[src/rtl/fetch_pkg.sv]
// fetch_pkg: shared types and constants for the instruction-fetch sequencer.
//   fetch_state_e : sequencer states (fetch, wait for memory, hold for decode, halted)
//   pc_sel_e      : next-PC source selector driven by the FSM into pc_next_sel
//   INSTR_BYTES   : sequential PC increment
//   ALIGN_MASK    : clears the low two bits of redirect targets
package fetch_pkg;

    typedef enum logic [1:0] {
        StFetch,
        StWait,
        StHold,
        StHalt
    } fetch_state_e;

    typedef enum logic [1:0] {
        PcHold,
        PcIncr,
        PcRedirect,
        PcPending
    } pc_sel_e;

    localparam logic [31:0] INSTR_BYTES = 32'd4;
    localparam logic [31:0] ALIGN_MASK  = 32'hFFFF_FFFC;

    function automatic logic [31:0] align_pc(input logic [31:0] addr);
        return addr & ALIGN_MASK;
    endfunction

endpackage

[src/rtl/fetch_if.sv]
// fetch_if: bundle of every fetch_control signal except clock and reset.
//   Memory side : imem_req/imem_addr out, imem_ready/imem_rdata in
//   Decode side : instr_valid/instr/instr_pc out, instr_ready in
//   Execute side: redirect_valid/redirect_target in
//   Control     : halt in, pc/halted out
// master = the fetch sequencer, slave = its environment (memory, decode, execute).
interface fetch_if;

    logic        imem_req;
    logic [31:0] imem_addr;
    logic        imem_ready;
    logic [31:0] imem_rdata;
    logic        instr_valid;
    logic        instr_ready;
    logic [31:0] instr;
    logic [31:0] instr_pc;
    logic        redirect_valid;
    logic [31:0] redirect_target;
    logic        halt;
    logic [31:0] pc;
    logic        halted;

    modport master (
        output imem_req, imem_addr, instr_valid, instr, instr_pc, pc, halted,
        input  imem_ready, imem_rdata, instr_ready, redirect_valid, redirect_target, halt
    );

    modport slave (
        input  imem_req, imem_addr, instr_valid, instr, instr_pc, pc, halted,
        output imem_ready, imem_rdata, instr_ready, redirect_valid, redirect_target, halt
    );

endinterface

[src/rtl/pc_next_sel.sv]
// pc_next_sel: combinational next-PC mux.
//   pc_i              : current program counter
//   sel_i             : source select (hold / +INSTR_BYTES / live redirect / pending redirect)
//   redirect_target_i : redirect target from execute this cycle
//   pend_target_i     : redirect target captured earlier while a response was outstanding
//   pc_next_o         : selected next PC; redirect sources are word-aligned here
module pc_next_sel
    import fetch_pkg::*;
(
    input  logic [31:0] pc_i,
    input  pc_sel_e     sel_i,
    input  logic [31:0] redirect_target_i,
    input  logic [31:0] pend_target_i,
    output logic [31:0] pc_next_o
);

    always_comb begin
        pc_next_o = pc_i;
        unique case (sel_i)
            PcHold:     pc_next_o = pc_i;
            // 32-bit add wraps 0xFFFF_FFFC -> 0x0000_0000
            PcIncr:     pc_next_o = pc_i + INSTR_BYTES;
            PcRedirect: pc_next_o = align_pc(redirect_target_i);
            PcPending:  pc_next_o = align_pc(pend_target_i);
            default:    pc_next_o = pc_i;
        endcase
    end

endmodule

[src/rtl/fetch_control.sv]
// fetch_control: instruction-fetch sequencer owning the program counter.
//   clk   : system clock, all state on rising edge
//   reset : synchronous active-high reset
//   bus   : fetch_if.master -- memory request/response, decode valid/ready,
//           execute redirect, halt request, pc and halted status
// One memory request is outstanding at most. A redirect seen while waiting on
// memory is parked until the response arrives, then the response is discarded.
module fetch_control
    import fetch_pkg::*;
#(
    parameter logic [31:0] RESET_ADDR = 32'h0000_0000
) (
    input  logic     clk,
    input  logic     reset,
    fetch_if.master  bus
);

    fetch_state_e state_q;
    logic [31:0]  pc_q;
    logic [31:0]  pc_d;
    logic         pend_q;
    logic [31:0]  pend_target_q;
    logic [31:0]  instr_q;
    logic [31:0]  instr_pc_q;
    pc_sel_e      pc_sel;

    // Next-PC source; redirect from execute always beats everything else.
    always_comb begin
        pc_sel = PcHold;
        unique case (state_q)
            StFetch: begin
                if (bus.redirect_valid) pc_sel = PcRedirect;
            end
            StWait: begin
                if (bus.imem_ready) begin
                    if (bus.redirect_valid) pc_sel = PcRedirect;
                    else if (pend_q)        pc_sel = PcPending;
                end
            end
            StHold: begin
                if (bus.redirect_valid)   pc_sel = PcRedirect;
                else if (bus.instr_ready) pc_sel = PcIncr;
            end
            default: pc_sel = PcHold;
        endcase
    end

    pc_next_sel u_pc_next_sel (
        .pc_i              (pc_q),
        .sel_i             (pc_sel),
        .redirect_target_i (bus.redirect_target),
        .pend_target_i     (pend_target_q),
        .pc_next_o         (pc_d)
    );

    always_ff @(posedge clk) begin
        if (reset) begin
            state_q       <= StFetch;
            pc_q          <= RESET_ADDR;
            pend_q        <= 1'b0;
            pend_target_q <= 32'h0;
            instr_q       <= 32'h0;
            instr_pc_q    <= 32'h0;
        end else begin
            pc_q <= pc_d;
            case (state_q)
                StFetch: begin
                    if (!bus.redirect_valid) begin
                        state_q <= bus.halt ? StHalt : StWait;
                    end
                end
                StWait: begin
                    if (bus.imem_ready) begin
                        if (bus.redirect_valid || pend_q) begin
                            // Stale response for the old path: drop it.
                            pend_q  <= 1'b0;
                            state_q <= StFetch;
                        end else begin
                            instr_q    <= bus.imem_rdata;
                            instr_pc_q <= pc_q;
                            state_q    <= StHold;
                        end
                    end else if (bus.redirect_valid) begin
                        pend_q        <= 1'b1;
                        pend_target_q <= bus.redirect_target;
                    end
                end
                StHold: begin
                    if (bus.redirect_valid) begin
                        state_q <= StFetch;
                    end else if (bus.instr_ready) begin
                        state_q <= bus.halt ? StHalt : StFetch;
                    end
                end
                StHalt: state_q <= StHalt;
                default: state_q <= StFetch;
            endcase
        end
    end

    assign bus.imem_req    = (state_q == StFetch) && !bus.halt && !bus.redirect_valid;
    assign bus.imem_addr   = pc_q;
    assign bus.instr_valid = (state_q == StHold);
    assign bus.instr       = instr_q;
    assign bus.instr_pc    = instr_pc_q;
    assign bus.pc          = pc_q;
    assign bus.halted      = (state_q == StHalt);

endmodule

[src/flat_wrapper.sv]
// flat-port wrapper written by rule: the top's interface ports become plain ports
module fetch_control_flat import fetch_pkg::*;
#(
    parameter logic [31:0] RESET_ADDR = 32'h0000_0000
)
  (clk, reset, bus_imem_req, bus_imem_addr, bus_instr_valid, bus_instr, bus_instr_pc, bus_pc, bus_halted, bus_imem_ready, bus_imem_rdata, bus_instr_ready, bus_redirect_valid, bus_redirect_target, bus_halt);
  fetch_if bus_i ();
  input  logic clk;
  input  logic reset;
  output wire logic [$bits(bus_i.imem_req)-1:0] bus_imem_req;
  output wire logic [$bits(bus_i.imem_addr)-1:0] bus_imem_addr;
  output wire logic [$bits(bus_i.instr_valid)-1:0] bus_instr_valid;
  output wire logic [$bits(bus_i.instr)-1:0] bus_instr;
  output wire logic [$bits(bus_i.instr_pc)-1:0] bus_instr_pc;
  output wire logic [$bits(bus_i.pc)-1:0] bus_pc;
  output wire logic [$bits(bus_i.halted)-1:0] bus_halted;
  input wire logic [$bits(bus_i.imem_ready)-1:0] bus_imem_ready;
  input wire logic [$bits(bus_i.imem_rdata)-1:0] bus_imem_rdata;
  input wire logic [$bits(bus_i.instr_ready)-1:0] bus_instr_ready;
  input wire logic [$bits(bus_i.redirect_valid)-1:0] bus_redirect_valid;
  input wire logic [$bits(bus_i.redirect_target)-1:0] bus_redirect_target;
  input wire logic [$bits(bus_i.halt)-1:0] bus_halt;
  assign bus_imem_req = bus_i.imem_req;
  assign bus_imem_addr = bus_i.imem_addr;
  assign bus_instr_valid = bus_i.instr_valid;
  assign bus_instr = bus_i.instr;
  assign bus_instr_pc = bus_i.instr_pc;
  assign bus_pc = bus_i.pc;
  assign bus_halted = bus_i.halted;
  assign bus_i.imem_ready = bus_imem_ready;
  assign bus_i.imem_rdata = bus_imem_rdata;
  assign bus_i.instr_ready = bus_instr_ready;
  assign bus_i.redirect_valid = bus_redirect_valid;
  assign bus_i.redirect_target = bus_redirect_target;
  assign bus_i.halt = bus_halt;
  fetch_control #(.RESET_ADDR(RESET_ADDR)) u_core (.clk(clk), .reset(reset), .bus(bus_i));
endmodule
[config.mk]
export PLATFORM = sky130hd
export DESIGN_NAME = fetch_control_flat
export DESIGN_NICKNAME = d
export VERILOG_FILES = /design/src/rtl/fetch_pkg.sv /design/src/rtl/fetch_if.sv /design/src/rtl/pc_next_sel.sv /design/src/rtl/fetch_control.sv /design/src/flat_wrapper.sv
export SDC_FILE = /design/constraint.sdc
export NUM_CORES = 1
export LEC_CHECK = 0
export BUFFER_PORTS_ARGS = -buffer_cell sky130_fd_sc_hd__buf_2
export CORE_AREA = 2 2 118 120
export DETAILED_ROUTE_END_ITERATION = 8
export DIE_AREA = 0 0 120 122
export GPL_TIMING_DRIVEN = 0
export HOLD_SLACK_MARGIN = 0.15
export PLACE_DENSITY_LB_ADDON = 0.08
export SYNTH_ARGS = -nofsm -noshare
export SYNTH_HDL_FRONTEND = slang
export SYNTH_SLANG_ARGS = --single-unit
[constraint.sdc]
create_clock -name clk -period 1.9 [get_ports clk]
set_input_delay 0.19 -clock clk [delete_from_list [all_inputs] [get_ports clk]]
set_output_delay 0.19 -clock clk [all_outputs]
set_load 0.02 [all_outputs]
; ---- After elaboration in Yosys (flattened, before gate mapping)
; Cells that the tools add are included.
[op_classes]
n_addsub = 1
n_eq_ne = 10
muxes = 19
bitwise_logic = 2
reduce_logical = 12
[ops]
columns = operator, n
row1 = $pmux W32 S3, 1
row2 = $add A32 B3 Y32 const B, 1
row3 = $mux W2, 12
row4 = $reduce_and A3 Y1, 4
row5 = $eq A2 B2 Y1 const B, 4
row6 = $pmux W2 S4, 1
row7 = $pmux W2 S3, 1
row8 = $eq A2 B1 Y1 const B, 2
row9 = $logic_not A2 Y1, 2
row10 = $mux W1, 4
row11 = $ne A2 B2 Y1 const B, 2
row12 = $ne A3 B1 Y1 const B, 1
row13 = $logic_and A1 B1 Y1, 2
row14 = $logic_not A1 Y1, 2
row15 = $ne A2 B1 Y1 const B, 1
row16 = $not A1 Y1, 2
row17 = $reduce_bool A2 Y1, 1
row18 = $logic_or A1 B1 Y1, 1
[totals]
regBits = 131
inputBits = 70
output_inout_bits = 131
elab_cells = 50

; ---- Depth between registers and ports, before layout
[logic_depth]
ltp_word = 6
depth_mapped = 9
depth_no_buf = 6

; ---- Cells and area by module
; Synthesis repeated with hierarchy kept, for this count alone.
[unflattened]
hier_cells = 754
hier_area_um2 = 7093.1
[by_module_without_submodules]
columns = module, n_inst, cells_each, area_each_um2, seq_area_each_um2
row1 = fetch_control, 1, 545, 5672.9, 2622.5
row2 = pc_next_sel, 1, 209, 1420.1, 0.0

; ---- Worst setup path before layout
; Ideal clock, no wire load.
[synth_timing]
kind = register to register
start = register u_core.pc_q[2] (netlist: u_core.bus.imem_addr[2])
end = register u_core.pc_q[22] (netlist: u_core.bus.imem_addr[22])
setup_ns = 0.119
arrival_ns = 1.865
required_ns = 1.781
path_slack_ns = -0.084
stages_incl_launch_ff = 7
path_buffers = 0
period_less_slack_ns = 1.984
path_cell_list = dfxtp_1 > ha_1 > nand3_2 > nor4_4 > a31o_1 > a21oi_1 > o221a_1
[synth_via]
elab_chain_len = 2
[synth_rtl]
columns = item, line
row1 = "start, declared", fetch_control.sv:19  ; logic [31:0] pc_q;
row2 = "start signal, assigned", fetch_control.sv:65  ; pc_q <= pc_d;
row3 = $add A32 B3 Y32, pc_next_sel.sv:22  ; PcIncr: pc_next_o = pc_i + INSTR_BYTES;
row4 = $pmux W32 S3, pc_next_sel.sv:19  ; unique case (sel_i)
; Every way passes these cells.
; A chain may end at the register's enable or synchronous reset.

; ---- Worst setup path after layout
[layout_timing]
start = register u_core.state_q[0]
end = register u_core.pc_q[14] (netlist: u_core.bus.imem_addr[14])
[layout_via]
elab_chain_len = 4
elab_cells_between_ends = 9
classes_between = 5 x eq/ne / 2 x mux / 2 x reduce/logical
[layout_rtl]
columns = item, line
row1 = "start, declared", fetch_control.sv:18  ; fetch_state_e state_q;
row2 = "start signal, assigned", fetch_control.sv:58  ; state_q <= StFetch;
row3 = "start signal, assigned", fetch_control.sv:69  ; state_q <= bus.halt ? StHalt : StWait;
row4 = "start signal, assigned", fetch_control.sv:77  ; state_q <= StFetch;
row5 = "$eq A2 B2 Y1, or another cell as far along", fetch_control.sv:30  ; unique case (state_q)
row6 = $pmux W2 S3 *, fetch_control.sv:30
row7 = $eq A2 B2 Y1 / $eq A2 B1 Y1 (equally long branches), pc_next_sel.sv:19
row8 = $pmux W32 S3, pc_next_sel.sv:19
; Mark *: on every way between the ends. The rest lies on a longest branch, timed or not.

==> out/results.ini <==
[floorplanning]
core-area_sq_um=13500
io_pins=201
fp-row-count=43
die_x_um=120
initial_core_util_pct=43.9
die-height_um=122
die_area_sq_um=14600

[cells_and_area]
fin_cells=1248
finish.utilization_pct=64.5
nNetsFinal=1126
syn_to_final_growth_pct=47.1
final_common_cell=nand2_1
diodes=0
layout-drive-gt1-share_pct=33.2
most-common-layout-cells=nand2_1 (208), buf_2 (200), a21oi_1 (114), dfxtp_1 (110), dlygate4sd3_1 (64)
n_fill_cell=1237

[grt]
grtUsageMet1_pct=34.9
grtUsageTotal_pct=25.9
gr-usage-met3_pct=5.20
antenna_found_initial=0
overflow=0
met2_usage_pct=41.5
grt_pass1_wl_mm=29.7
grt_max_degree=17
top_usage_layer=met2
grt_pass1_vias=5730

[power]
p_leak_nw=3.73
power_mw=7.35
powerDensity_nw_per_um2=844
irDropWorstVdd_v=0.000605

[route]
routed_wl_mm=19.5
drt_pre_antenna_iters=7
via_count=6504
drc_errors=0
drtIter0Drc=475
detail_route.vias_per_cell=5.21
detail-route-antenna-nets=0
wl_per_cell_um=15.6

[yosys]
synthFlopType=dfxtp_1
syn_area_sq_um=5920
ys_warn_count=0
ys_seq_area_share_pct=42.3
synth_seq_cells=125
async_flop_share_pct=0
ys_types=64
post_synth.cell_area_avg_sq_um=7.78
synth_edf_count=0
synth_cells=761

[worst_setup_path]
r2r_end=u_core.bus.imem_addr[14]
crit_arrival_ns=2.14
crit_buf_inv=3
cp_data_required_time_ns=2.18
reg2reg_depth=8
path_class=reg -> reg
cp.depth=8
r2r_slack_ns=0.04
cp_slowest_cell=dfxtp_2
crit_family=compound AO/OA/AOI/OAI gates
crit_end=u_core.bus.imem_addr[14]
cpMostUsedCell=buf_6
crit_path_cell_trace=buf_6, nand3b_1, a21o_4, buf_6, buf_6, a22o_1, a31oi_1, nor3_1
cp-startpoint=u_core.state_q[0]
worstSetupEndpointType=register
cp_slowest_stage_delay_ns=0.33
worstSetupStartpointType=register
worstPathMaxFanout=7
crit-reg2reg-launch=u_core.state_q[0]

[placed_design]
gp_congestion=0.884
portBuffers=191
place_hpwl_mm=12.9
dp_cells=1137
pre_cts_slack_ns=-0.198

[cts]
tritoncts=built
cts.clk_slew.worst_paths_ns=0.06
cts_root_buf=clkbuf_16
clkLatencyLatePin_ns=0.42
cts.sinks=125
cts_htree_levels=4
clock_path_buffers=2
numCtsBuffers=17

[sta]
setup_violations=0
rsz0062_at_grt=yes
worst_pin_slew_ns=0.737
relSlewSlack_pct=50.8
setup_slack_ns=0.0366
max_freq_mhz=537
fin_crit_ns=1.86
finalHoldViolations=0
finClkSkew_ns=0.00971
drv_slew=0
finalCritPeriodShare_pct=98.1
whs_ns=0.163

[worst_hold_path]
worst_hold_path_type=in -> reg

[run]
cap_viol_max_count=0

[outcome]
status=completed

[cells in the mapped netlist, types with 6 or more instances]
cell      number  area share (%)
a211oi_1      16             2.0
a21oi_1      115             9.7
a311oi_1       7             1.0
a31oi_1       12             1.3
buf_2         18             1.5
buf_4         39             4.9
clkbuf_1      31             2.0
dfxtp_1      125              42
inv_1          6            0.38
nand2_1      208              13
nand3_1       12             1.0
nand4_1       11             1.2
nor2_1        30             1.9
nor3_1        12             1.0
nor4_1         9            0.95
o21a_1         6            0.76
o21ai_0       18             1.5
[kinds of logic (layout without fill, tap and decap cells)]
family / count (synthesis) / after routing / synth area share (%)
buffers and inverters: 100 / 401 / 9.89
XOR/XNOR: 3 / 3 / 0.444
AND/OR/NAND/NOR: 312 / 313 / 24.0
other: 1 / 6 / 0.0633
adder cells (fa/ha/maj): 1 / 1 / 0.211
AO/OA/AOI/OAI: 219 / 219 / 23.1
flip-flops: 125 / 125 / 42.3
[registers in the layout, indices dropped and copies added, names as in the netlist]
register              cells
u_core.bus.instr         32
u_core.bus.imem_addr     30
u_core.bus.instr_pc      30
u_core.pend_target_q     30
u_core.state_q            2
u_core.pend_q             1
[what timing repair did]
item                                   in CTS  in global routing
gates cloned                                0                  3
hold buffers                               64                  0
endpoints found under the hold margin      70                  0
pin swaps                                   3                 19
setup endpoints to repair                  82                121
resized for setup                          11                 75
setup buffers                               4                  9
[report_power, final]
| group | internal (mW) | switching, mW |
|---|---|---|
| Clock | 1.96 | 1.29 |
| Sequential | 2.73 | 0.172 |
| Combinational | 0.540 | 0.662 |
| Total | 5.23 | 2.12 |
[stage by stage]
step / instance area (sq um) / TNS (ns)
after floorplan: 5940 / 0
after global placement: 7120 / -9.39
after detailed placement: 7120 / -9.09
after CTS: 8410 / 0
after global routing: 8710 / -0.584
final: 8710 / 0
[worst min path at each step]
stage	startpoint	endpoint	cells past startpoint
after CTS	bus_instr_ready	u_core.state_q[1]	4
final	bus_instr_ready	u_core.state_q[1]	4
after global placement	bus_imem_rdata[27]	u_core.bus.instr[27]	3
after detailed placement	bus_imem_rdata[0]	u_core.bus.instr[0]	3
after floorplan	bus_imem_ready	u_core.pend_q	1
after global routing	bus_instr_ready	u_core.state_q[0]	5
[area by class of cell]
cell class	count	area (sq um)	area share, %
Timing Repair Buffer	270	1710	19.6
Multi-Input combinational cell	542	2980	34.2
Buffer	93	656	7.52
Clock inverter	14	163	1.87
Clock buffer	18	429	4.93
Sequential cell	125	2530	29.0
Tap cell	180	225	2.58
Inverter	6	22.5	0.258
[worst register-to-register path: stages, from the launching register on]
cell and delay, ns:
dfxtp_2 0.33, buf_6 0.12, nand3b_1 0.26, a21o_4 0.31
buf_6 0.14, buf_6 0.11, a22o_1 0.22, a31oi_1 0.16
nor3_1 0.06
[layer usage]
metal,share of wire (%),vias up
li1,-,3215
met1,45,2979
met2,46,281
met3,7.5,29
met4,1.6,0
met5,0,-
Note: power is estimated with default switching activity, not from simulation.
